$ cat src/rtl/ram_arbiter.sv
`default_nettype none
// ============================================================================
// ram_arbiter: round-robin sharing of one single-port RAM between two
// requesters, with tagged pipelined read return and a bulk-clear sequencer.
// Revision: 1.0
// ============================================================================
module ram_arbiter #(
  parameter int                ADDR_W    = 8,
  parameter int                DATA_W    = 8,
  parameter int                RD_LAT    = 1,
  parameter logic [DATA_W-1:0] CLR_VALUE = '0
) (
  input  logic              clock,
  input  logic              resetn,
  input  logic              clr_start,
  output logic              busy,
  input  logic              r0_req,
  input  logic              r0_we,
  input  logic [ADDR_W-1:0] r0_addr,
  input  logic [DATA_W-1:0] r0_wdata,
  output logic              r0_gnt,
  output logic              r0_rvalid,
  output logic [DATA_W-1:0] r0_rdata,
  input  logic              r1_req,
  input  logic              r1_we,
  input  logic [ADDR_W-1:0] r1_addr,
  input  logic [DATA_W-1:0] r1_wdata,
  output logic              r1_gnt,
  output logic              r1_rvalid,
  output logic [DATA_W-1:0] r1_rdata,
  output logic [ADDR_W-1:0] mem_address,
  output logic [DATA_W-1:0] mem_data,
  output logic              mem_wren,
  input  logic [DATA_W-1:0] mem_q
);

  typedef enum logic [0:0] {
    ST_IDLE  = 1'b0,
    ST_CLEAR = 1'b1
  } state_t;

  localparam logic [ADDR_W-1:0] C_LAST_ADDR = '1;

  state_t              r_state, w_state_nxt;
  logic [ADDR_W-1:0]   r_clr_cnt, w_clr_cnt_nxt;
  logic                r_last, w_last_nxt;
  logic                w_gnt0, w_gnt1;
  logic                w_rd_issue;
  logic [RD_LAT-1:0]   r_tag_v, r_tag_p;
  logic [DATA_W-1:0]   r_rdata0, r_rdata1;

  always_ff @(posedge clock or negedge resetn) begin
    if (!resetn) begin
      r_state   <= ST_IDLE;
      r_clr_cnt <= '0;
      r_last    <= 1'b1;
    end else begin
      r_state   <= w_state_nxt;
      r_clr_cnt <= w_clr_cnt_nxt;
      r_last    <= w_last_nxt;
    end
  end

  always_comb begin
    w_state_nxt   = r_state;
    w_clr_cnt_nxt = r_clr_cnt;
    w_last_nxt    = r_last;
    w_gnt0        = 1'b0;
    w_gnt1        = 1'b0;
    busy          = 1'b0;
    mem_address   = '0;
    mem_data      = '0;
    mem_wren      = 1'b0;
    case (r_state)
      ST_IDLE: begin
        // On contention the port that was not granted last time wins.
        w_gnt0 = r0_req & (~r1_req | r_last);
        w_gnt1 = r1_req & (~r0_req | ~r_last);
        if (w_gnt0) begin
          w_last_nxt  = 1'b0;
          mem_address = r0_addr;
          mem_data    = r0_wdata;
          mem_wren    = r0_we;
        end else if (w_gnt1) begin
          w_last_nxt  = 1'b1;
          mem_address = r1_addr;
          mem_data    = r1_wdata;
          mem_wren    = r1_we;
        end
        if (clr_start) w_state_nxt = ST_CLEAR;
      end
      ST_CLEAR: begin
        busy        = 1'b1;
        mem_wren    = 1'b1;
        mem_data    = CLR_VALUE;
        mem_address = r_clr_cnt;
        if (r_clr_cnt == C_LAST_ADDR) begin
          w_state_nxt   = ST_IDLE;
          w_clr_cnt_nxt = '0;
        end else begin
          w_clr_cnt_nxt = r_clr_cnt + ADDR_W'(1);
        end
      end
      default: w_state_nxt = ST_IDLE;
    endcase
  end

  assign r0_gnt     = w_gnt0;
  assign r1_gnt     = w_gnt1;
  assign w_rd_issue = (w_gnt0 & ~r0_we) | (w_gnt1 & ~r1_we);

  // Tag pipeline keeps shifting in every state so pre-clear reads still return.
  always_ff @(posedge clock or negedge resetn) begin
    if (!resetn) begin
      r_tag_v <= '0;
      r_tag_p <= '0;
    end else begin
      r_tag_v[0] <= w_rd_issue;
      r_tag_p[0] <= w_gnt1;
      for (int i = 1; i < RD_LAT; i++) begin
        r_tag_v[i] <= r_tag_v[i-1];
        r_tag_p[i] <= r_tag_p[i-1];
      end
    end
  end

  assign r0_rvalid = r_tag_v[RD_LAT-1] & ~r_tag_p[RD_LAT-1];
  assign r1_rvalid = r_tag_v[RD_LAT-1] &  r_tag_p[RD_LAT-1];

  always_ff @(posedge clock or negedge resetn) begin
    if (!resetn) begin
      r_rdata0 <= '0;
      r_rdata1 <= '0;
    end else begin
      if (r0_rvalid) r_rdata0 <= mem_q;
      if (r1_rvalid) r_rdata1 <= mem_q;
    end
  end

  // Data is live while valid and otherwise holds the last returned word.
  assign r0_rdata = r0_rvalid ? mem_q : r_rdata0;
  assign r1_rdata = r1_rvalid ? mem_q : r_rdata1;

endmodule
`default_nettype wire

$ cat config.mk
export PLATFORM = sky130hd
export DESIGN_NAME = ram_arbiter
export DESIGN_NICKNAME = d
export VERILOG_FILES = /design/src/rtl/ram_arbiter.sv
export SDC_FILE = /design/constraint.sdc
export NUM_CORES = 1
export LEC_CHECK = 0
export CAP_MARGIN = 20
export CORE_UTILIZATION = 61
export DETAILED_ROUTE_END_ITERATION = 16
export DONT_BUFFER_PORTS = 1
export GPL_ROUTABILITY_DRIVEN = 0
export HOLD_SLACK_MARGIN = 0.05
export PLACE_DENSITY = 0.86
export REMOVE_ABC_BUFFERS = 1
export SLEW_MARGIN = 20
export SYNTH_ARGS = -nofsm -noshare
export SYNTH_HDL_FRONTEND = slang
export SYNTH_SLANG_ARGS = --single-unit
$ cat constraint.sdc
create_clock -name clock -period 2.3 [get_ports clock]
set_clock_uncertainty 0.15 [all_clocks]
set_input_delay 0.46 -clock clock [delete_from_list [all_inputs] [get_ports clock]]
set_output_delay 0.46 -clock clock [all_outputs]
set_load 0.02 [all_outputs]
; ---- Yosys cells after proc, flatten, opt, wreduce, memory -nomap -nowiden
; Index checks and enable logic that the tools add are counted.
[word_totals]
reg_bits = 28
latch_bits = 0
mem_bits_rw = 0
romBits = 0
input_bits = 47
out_inout_bits = 38
wordCells = 47
memories = 0
[op_classes]
n_addsub = 1
mul = 0
n_div = 0
magnitude_cmp = 0
n_eq_ne = 1
n_shift = 0
muxes = 20
bitwise = 16
reduce_logical = 2
[ops]
columns = op, n
row1 = 8-bit two-way mux, 7
row2 = 8-bit one-hot mux with 2 select lines, 2
row3 = 1-bit two-way mux, 9
row4 = "8-bit by 1-bit adder with 8-bit output, second input constant", 1
row5 = "8-bit equality test, second input constant", 1
row6 = 1-bit inverter, 7
row7 = 1-bit bitwise AND, 6
row8 = 1-bit one-hot mux with 2 select lines, 2
row9 = 1-bit OR, 3
row10 = 2-bit AND reduction, 1
row11 = 2-bit nonzero test, 1

; ---- Depth between registers and ports, before layout
; Gate-level depths: netlist (run 1).
[logic_depth]
word_depth = 6
mapped_depth = 5

; ---- Least setup slack after synthesis (run 1)
; Ideal clock, no wire load.
[synth_path]
path_kind = reg-to-output
start = register r_state
end = output port mem_data[6]
arrival_time_ns = 1.421
required_time_ns = 1.690
setup_slack_ns = 0.269
stages_incl_launch_ff = 5
n_path_buf = 2
cell_sequence = dfrtp_1 > buf_6 > a211oi_4 > buf_6 > a22o_1
[synth_via]
elab_chain_cells = 2
[synth_lines]
columns = element, line_no
row1 = start: declaration, 44  ; state_t r_state, w_state_nxt;
row2 = start signal: assignment, 58  ; r_state <= w_state_nxt;
row3 = 1-bit inverter, n/a
row4 = 8-bit one-hot mux with 2 select lines (*), 74  ; case (r_state)
row5 = end: declaration, 32  ; output logic [DATA_W-1:0] mem_data,
; Every way passes the cells marked *; elsewhere a longest branch is shown, timed or not.

; ---- Worst setup path after layout (run 1)
[layout_path]
start = register r_last
end = output port mem_data[4]
[layout_via]
elab_chain_cells = 6
[layout_lines]
columns = element, line_no
row1 = start: declaration, 46  ; logic r_last, w_last_nxt;
row2 = start signal: assignment, 60  ; r_last <= w_last_nxt;
row3 = 1-bit inverter, 78  ; w_gnt1 = r1_req & (~r0_req | ~r_last);
row4 = 1-bit OR, 78
row5 = 1-bit bitwise AND, 78
row6 = 8-bit two-way mux, 84  ; end else if (w_gnt1) begin
row7 = 8-bit two-way mux (*), 79  ; if (w_gnt0) begin
row8 = 8-bit one-hot mux with 2 select lines (*), 74
; Marks and branches as above.

==> qor.yml, run 1 <==
synthXorXnorAreaFrac_pct: 1.81
cp-end-kind: "output pin"
grt_usage_pct: 20.4
peakVddDrop_v: 0.000760
finalPower_mw: 1.40
synth-compound-area-share_pct: 19.1
crit_chain: "inv_2 > a211oi_4 > buf_4 > clkbuf_16 > a22o_2"
fillerInstances: 169
drtPass1Iterations: 4
clock_path_buffers: 2
hold_path.class: "primary input to flip-flop"
p_leak_nw: 0.672
clk_pin_slew_ps: 120
status: "finished, final reports clean"
totalWireLength_mm: 2.86
cts_sinks: 28
syn_avg_cell_area_um2: 12.2
core_area_um2: 2230
netlist_instances: 119
htree_levels: 1
maxSlewViolCount: 0
grt_pass1_wl_mm: 3.95
cp_max_fo: 8
layout_common_cells: "dfrtp_1, mux2_2, and2_1, a221o_1, a22o_2"
wl_met3_um: 152
rsz0062_at_grt: "true"
cp_top_family: "flip-flops"
layout.nets: 174
routedWlPerCell_um: 18.7
dp.cells: 144
diodes: 0
rows: 17
start_util_pct: 65.1
vias: 980
hold_violations: 0
overflow: 0
synth_top_family_by_area: "compound AO/OA/AOI/OAI gates"
worstSetupStartpointType: "flip-flop"
period_share_pct: 99.4
root_buffer: "clkbuf_4"
setup_viol: 0
fin_cells: 153
synth-adder-area-share_pct: 0.861
clkLatencyLatePin_ps: 320
drt_first_iter_violations: 24
synth_top_cell_area_share_pct: 46.5
timing.critical_path.buf_inv: 3
layout-drive-gt1-share_pct: 32.8
antenna_left: 0
maxSlewHeadroom_pct: 70.8
synth_cell_types: 35
layout_commonest_cell: "dfrtp_1"
layout_min_cycle_time_ps: 2290
met1_length_mm: 1.27
slowest_stage: "dfstp_2"
drv_cap: 0
ys_seq_area_share_pct: 48.3
synth-seq-cells: 28
areaGrowthSynthToFinish_pct: 6.97
r2r_setup_slack_ps: 660
fmax_mhz: 437
grt_pass1_vias: 897
drc: 0
cts_tree: "yes"
max_stage_delay_ps: 580
powerDensity_nw_per_um2: 902
die_h_um: 50.8
io_pins: 85
io_buffers: 0
worstPathRequired_ps: 1690
synthMuxAreaShare_pct: 13.9
antenna_found_initial: 0
yosys.area_share.simple_pct: 9.81
cp.arrival_ps: 1680
wl_met2_mm: 1.43
tightest_slew_ps: 438
synthesis.area_um2: 1450
path_class: "flip-flop to output pin"
top_layer_used: "met4"
yosysTopAreaCell: "dfrtp_1"
ys_warn_count: 0
grt_max_degree: 29
yosys-top-cells-area: "dfrtp_1, mux2_2, a221o_1"
viasPerCell: 6.41
dieArea_um2: 2580
die_w_um: 50.8
cts_buffers: 3
hpwl_mm: 2.03
## layer usage
layer,up-vias,GRT usage [%]
met4,0,2.78
met3,4,6.55
met5,-,0
met2,38,34.0
met1,484,26.8
li1,454,-
## cell type report
cell class                 count  area [um2]  area share, %
sequential                    28         702           45.1
multi-input combinational     78         669           43.0
timing repair buffer           7        92.6           5.95
tap                           28        35.0           2.25
inverter                       8        30.0           1.93
clock buffer                   4        26.3           1.69
## report_power, final
part | total [mW] | internal (mW) | switching, mW
registers | 0.693 | 0.596 | 0.0967
clock network | 0.196 | 0.0677 | 0.128
logic | 0.514 | 0.206 | 0.308
## per-stage QoR
step / worst slack [ps] / util, % / TNS, ps / hold slack, ps / instance area [um2]
2_1_floorplan: 7.00 / - / 0 / 14.4 / 1390
3_3_place_gp: 366 / 64.9 / 0 / 15.0 / 1450
3_5_place_dp: 318 / 64.9 / 0 / 15.0 / 1450
4_1_cts: 0.0975 / 67.6 / 0 / 152 / 1510
5_1_grt: -55.0 / 69.6 / -452 / 166 / 1560
6_report: 12.9 / 69.6 / 0 / 179 / 1560
## final timing paths
kind	startpoint	endpoint	cells after the start
min in group asynchronous	resetn	r_rdata1[2]	2
max	r_last	mem_data[4]	5
max reg2reg	r_state	r_clr_cnt[5]	4
min reg2reg	r_clr_cnt[6]	r_clr_cnt[6]	1
max in group asynchronous	resetn	r_last	2
min	clr_start	r_state	2
## Yosys cell counts, drive strengths merged
library cell,instances
a21boi,1
ha,1
nand2b,1
mux2,17
nor3,1
a221o,9
o21ai,1
and2,8
nor2,4
buf,6
mux2i,1
xnor2,2
o31ai,1
nor2b,1
dfrtp,27
xor2,1
inv,8
nand4,2
a211oi,2
dfstp,1
o41ai,1
nand2,6
a21oi,3
and4,2
a22o,9
o21bai,1
a31oi,1
a311oi,1
## logic make-up after synthesis
| kind of cell | after synthesis |
|---|---|
| mux | 18 |
| buf+inv | 14 |
| xor+xnor | 3 |
| compound gates | 30 |
| flops | 28 |
| simple gates | 25 |
| fa+ha+maj | 1 |
## repair_timing
| item | CTS | global route |
|---|---|---|
| cloned | 0 | 2 |
| pin swaps | 1 | 2 |
| gates resized for setup | 1 | 1 |
| buffers inserted | 0 | 1 |
| endpoints found under the setup margin | 9 | 9 |
| endpoints found under the hold margin | 28 | 0 |
| hold buffers | 2 | 0 |
## state kept, by name (all words and copies together) (netlist names)
name and flops:
r_state 1, r_last 1, r_tag_v 1, r_tag_p 1, r_rdata0 8, r_clr_cnt 8
r_rdata1 8
No activity file was read; power rests on OpenSTA's default activity.
==> run 2: changes to the inputs <==
--- a/config.mk
+++ b/config.mk
@@ -6,12 +6,13 @@
 export NUM_CORES = 1
 export LEC_CHECK = 0
 export CAP_MARGIN = 20
-export CORE_UTILIZATION = 61
+export CORE_UTILIZATION = 65
+export CTS_BUF_LIST = sky130_fd_sc_hd__clkbuf_4 sky130_fd_sc_hd__clkbuf_8
 export DETAILED_ROUTE_END_ITERATION = 16
 export DONT_BUFFER_PORTS = 1
 export GPL_ROUTABILITY_DRIVEN = 0
 export HOLD_SLACK_MARGIN = 0.05
-export PLACE_DENSITY = 0.86
+export PLACE_DENSITY = 0.9
 export REMOVE_ABC_BUFFERS = 1
 export SLEW_MARGIN = 20
 export SYNTH_ARGS = -nofsm -noshare
==> qor.yml, run 2 (synthesized netlist as in run 1, its figures left out) <==
status: "complete, but fails checks"
violations: "setup timing"
worst_slack_ps: -2.78
clockPowerShare_pct: 20.8
grt_max_degree: 29
htree_levels: 1
maxSlewHeadroom_pct: 70.9
worstHoldEndpoint: "r_state"
die_w_um: 49.3
wl_met3_um: 162
p_leak_nw: 0.677
core_area_um2: 2020
cts_tree: "yes"
cts_sinks: 28
peakVddDrop_v: 0.00104
overflow: 0
regToRegEndpoint: "r_clr_cnt[5]"
layout.nets: 173
pwr-share-seq_pct: 45.6
fillerInstances: 134
grt_pass1_vias: 922
finalPower_mw: 1.53
layout_min_cycle_time_ps: 2300
dpl_cell_area_um2: 1450
rsz0062_at_grt: "true"
diodes: 0
antenna_left: 0
areaGrowthSynthToFinish_pct: 6.28
io_buffers: 0
routedWlPerCell_um: 19.4
hold_path.class: "primary input to flip-flop"
reg_top3: "r_clr_cnt x8, r_rdata0 x8, r_rdata1 x8"
fin_cells: 151
startpoint: "r_last"
fmax_mhz: 434
vias: 979
cp-end-kind: "output pin"
dieArea_um2: 2430
wl_met2_mm: 1.36
worstRegToRegCells: 4
hold_ws_ps: 159
start_util_pct: 71.9
cp_max_fo: 7
intPower_mw: 0.979
p_sw_share_pct: 35.9
root_buffer: "clkbuf_4"
setup_viol: 1
top_layer_used: "met4"
rows: 16
finalSetupTns_ps: -2.78
layout_common_cells: "dfrtp_1, mux2_2, and2_1, a221o_1, a22o_2"
cts_buffers: 3
hold_start: "clr_start"
totalWireLength_mm: 2.93
met1_length_mm: 1.34
hold_violations: 0
drt_first_iter_violations: 12
comb_power_share_pct: 33.6
tightest_slew_ps: 435
worstPathRequired_ps: 1690
powerDensity_nw_per_um2: 989
hpwl_mm: 2.01
layout-drive-gt1-share_pct: 33.1
io_pins: 85
antenna_found_initial: 0
die_h_um: 49.3
post-route-util_pct: 76.4
switchingPower_mw: 0.549
design_area_um2: 1550
clock_path_buffers: 2
viasPerCell: 6.48
post_cts_buffers: 0
reg2reg_from: "r_state"
period_share_pct: 100
hold_depth: 2
path_class: "flip-flop to output pin"
maxSlewViolCount: 0
cp.arrival_ps: 1690
r2r_setup_slack_ps: 680
drc: 0
pre_cts_slack_ps: 285
clk_pin_slew_ps: 150
drv_cap: 0
drtPass1Iterations: 4
clkLatencyLatePin_ps: 330
worstSetupStartpointType: "flip-flop"
grt_pass1_wl_mm: 4.47
layout_commonest_cell: "dfrtp_1"
dp.cells: 143
grt_usage_pct: 24.8
## run 2: changes by cell type in the layout (fill, tap and decap cells not counted)
cell / previous run / this run
buf_8: 1 / 0
clkbuf_1: 1 / 0
clkbuf_16: 1 / 0
buf_6: 0 / 1
buf_4: 3 / 2
nor2b_2: 1 / 0
buf_2: 0 / 2
bufinv_16: 0 / 1
## run 2: layout make-up
cell class | count | area (um2) | area share, %
Clock buffer | 3 | 22.5 | 1.46
Multi-Input combinational cell | 77 | 661 | 42.8
Sequential cell | 28 | 702 | 45.4
Timing Repair Buffer | 7 | 66.3 | 4.29
Clock inverter | 1 | 30.0 | 1.94
Inverter | 8 | 30.0 | 1.94
Tap cell | 27 | 33.8 | 2.19
## run 2: how the worst max path moves through the flow
stage	to	slack [ps]	cells after the start
after floorplan	mem_address[0]	7	2
after global placement	mem_address[0]	370	4
after detailed placement	mem_address[2]	280	3
after CTS	mem_address[2]	-8	4
after global routing	mem_address[2]	-80	4
final	mem_address[2]	-3	4
## run 2: power by group through the flow
stage	combinational, mW	sequential, mW	clock, mW
floorplan	0.444	0.677	0
global placement	0.480	0.694	0
CTS	0.515	0.694	0.321
finish	0.514	0.697	0.318
detailed placement	0.494	0.705	0
global route	0.558	0.714	0.338
## run 2: worst max-delay path: stages, from the launching register on
cell and delay, ps:
dfstp_2 570, inv_2 50, a211oi_4 250, buf_6 200, a221o_1 290
## run 2: repair_timing
item | CTS | global route
hold endpoints to repair | 28 | 0
hold buffers | 2 | 0
pin swaps | 1 | 6
cloned | 2 | 0
resized for setup | 1 | 0
endpoints found under the setup margin | 10 | 16
## run 2: metal layers
| layer | global-route usage, % | up-vias |
|---|---|---|
| met2 | 35.4 | 40 |
| met3 | 7.79 | 6 |
| met4 | 10.3 | 0 |
| met1 | 34.6 | 484 |
| met5 | 0 | - |
| li1 | - | 449 |
==> run 3: changes to the inputs <==
--- a/config.mk
+++ b/config.mk
@@ -12,7 +12,7 @@
 export DONT_BUFFER_PORTS = 1
 export GPL_ROUTABILITY_DRIVEN = 0
 export HOLD_SLACK_MARGIN = 0.05
-export PLACE_DENSITY = 0.9
+export PLACE_DENSITY_LB_ADDON = 0.2
 export REMOVE_ABC_BUFFERS = 1
 export SLEW_MARGIN = 20
 export SYNTH_ARGS = -nofsm -noshare
==> qor.yml, run 3 (synthesized netlist as in run 1, its figures left out) <==
status: "finished, final reports clean"
switchingPower_mw: 0.541
rsz0062_at_grt: "true"
areaGrowthSynthToFinish_pct: 11.4
clkLatencyLatePin_ps: 320
start_util_pct: 71.9
worstPathRequired_ps: 1690
cts_buffers: 3
drt_first_iter_violations: 17
path_class: "flip-flop to output pin"
grt_pass1_vias: 946
post-route-util_pct: 80.1
diodes: 0
powerDensity_nw_per_um2: 891
totalWireLength_mm: 3.07
crit_chain: "a21boi_2 > nor2b_4 > buf_12 > a221o_1"
overflow: 0
htree_levels: 1
pwr-share-seq_pct: 48.3
routedWlPerCell_um: 19.4
grt_pass1_wl_mm: 4.51
cp.arrival_ps: 1680
slowest_stage: "dfstp_2"
dieArea_um2: 2430
clk_pin_slew_ps: 140
intPower_mw: 0.902
peakVddDrop_v: 0.000828
viasPerCell: 6.38
antenna_found_initial: 0
regToRegEndpoint: "r_tag_v"
cp-end-kind: "output pin"
clock_path_buffers: 2
comb_power_share_pct: 35.9
cts_tree: "yes"
die_w_um: 49.3
drc: 0
hold_start: "clr_start"
layout.nets: 180
hold_violations: 0
r2r_setup_slack_ps: 730
p_sw_share_pct: 37.5
fillerInstances: 107
vias: 1008
worstSetupStartpointType: "flip-flop"
pre_cts_slack_ps: 312
p_leak_nw: 0.714
worst_slack_ps: 10.4
cp_max_fo: 7
max_stage_delay_ps: 580
reg2reg_from: "r_last"
fin_cells: 158
hold_depth: 2
die_h_um: 49.3
fmax_mhz: 437
grt_usage_pct: 24.4
setup_viol: 0
reg_top3: "r_clr_cnt x8, r_rdata0 x8, r_rdata1 x8"
worstRegToRegCells: 5
finalPower_mw: 1.44
layout_min_cycle_time_ps: 2290
io_pins: 85
antenna_left: 0
worstHoldEndpoint: "r_state"
layout-drive-gt1-share_pct: 36.6
core_area_um2: 2020
hold_path.class: "primary input to flip-flop"
cts_sinks: 28
hpwl_mm: 2.15
seq_area_um2: 702
timing.critical_path.buf_inv: 1
cp_top_family: "flip-flops"
io_buffers: 0
period_share_pct: 99.5
grt_max_degree: 29
drv_cap: 0
root_buffer: "clkbuf_4"
tightest_slew_ps: 418
drtPass1Iterations: 4
layout_common_cells: "dfrtp_1, mux2_2, and2_1, a221o_1, a22o_2"
rows: 16
maxSlewHeadroom_pct: 72.2
clockPowerShare_pct: 15.8
maxSlewViolCount: 0
dp.cells: 145
multi_input_comb_area_um2: 661
layout_commonest_cell: "dfrtp_1"
run 3: worst max-delay path by stage:
stage	to	slack (ps)	depth (start not counted)	start
global placement	mem_address[0]	370	3	r1_req
global route	mem_address[0]	-40	4	r_last
detailed placement	mem_address[0]	310	3	r1_req
floorplan	mem_address[0]	7	2	r_state
CTS	mem_address[0]	30	3	r_last
finish	mem_address[0]	10	4	r_last
run 3: cell type report:
cell class | instances | share of cell area, %
clock buffer | 4 | 2.24
inverter | 8 | 1.85
multi-input combinational | 77 | 40.8
sequential | 28 | 43.3
tap | 27 | 2.08
timing repair buffer | 14 | 9.73
run 3: power by group through the flow:
stage          registers (mW)  clock network [mW]  logic, mW
2_1_floorplan           0.677                   0      0.444
3_3_place_gp            0.696                   0      0.482
3_5_place_dp            0.705                   0      0.501
4_1_cts                 0.694               0.236      0.517
5_1_grt                 0.714               0.257      0.570
6_report                0.697               0.228      0.518
run 3: routing by layer:
metal  global-route usage, %  part of all wire [%]  vias up  wire length (um)
met1                    32.9                    40      492              1210
li1                        -                     -      466                 -
met4                    4.90                  0.78        0                24
met2                    39.0                    52       48              1610
met3                    7.17                   7.3        2               224
met5                       0                     0        -                 0
run 3: repair_timing:
| item | in CTS | in global routing |
|---|---|---|
| resized for setup | 1 | 2 |
| endpoints found under the setup margin | 3 | 9 |
| hold endpoints to repair | 28 | 0 |
| gates cloned | 0 | 2 |
| hold buffers | 2 | 0 |
| setup buffers | 0 | 5 |
| pin swaps | 1 | 9 |
run 3: metrics by stage:
| step | instance area [um2] | hold slack (ps) | setup TNS, ps |
|---|---|---|---|
| 2_1_floorplan | 1390 | 14.4 | 0 |
| 3_3_place_gp | 1460 | 15.0 | 0 |
| 3_5_place_dp | 1460 | 15.0 | 0 |
| 4_1_cts | 1530 | 134 | 0 |
| 5_1_grt | 1620 | 132 | -309 |
| 6_report | 1620 | 149 | 0 |
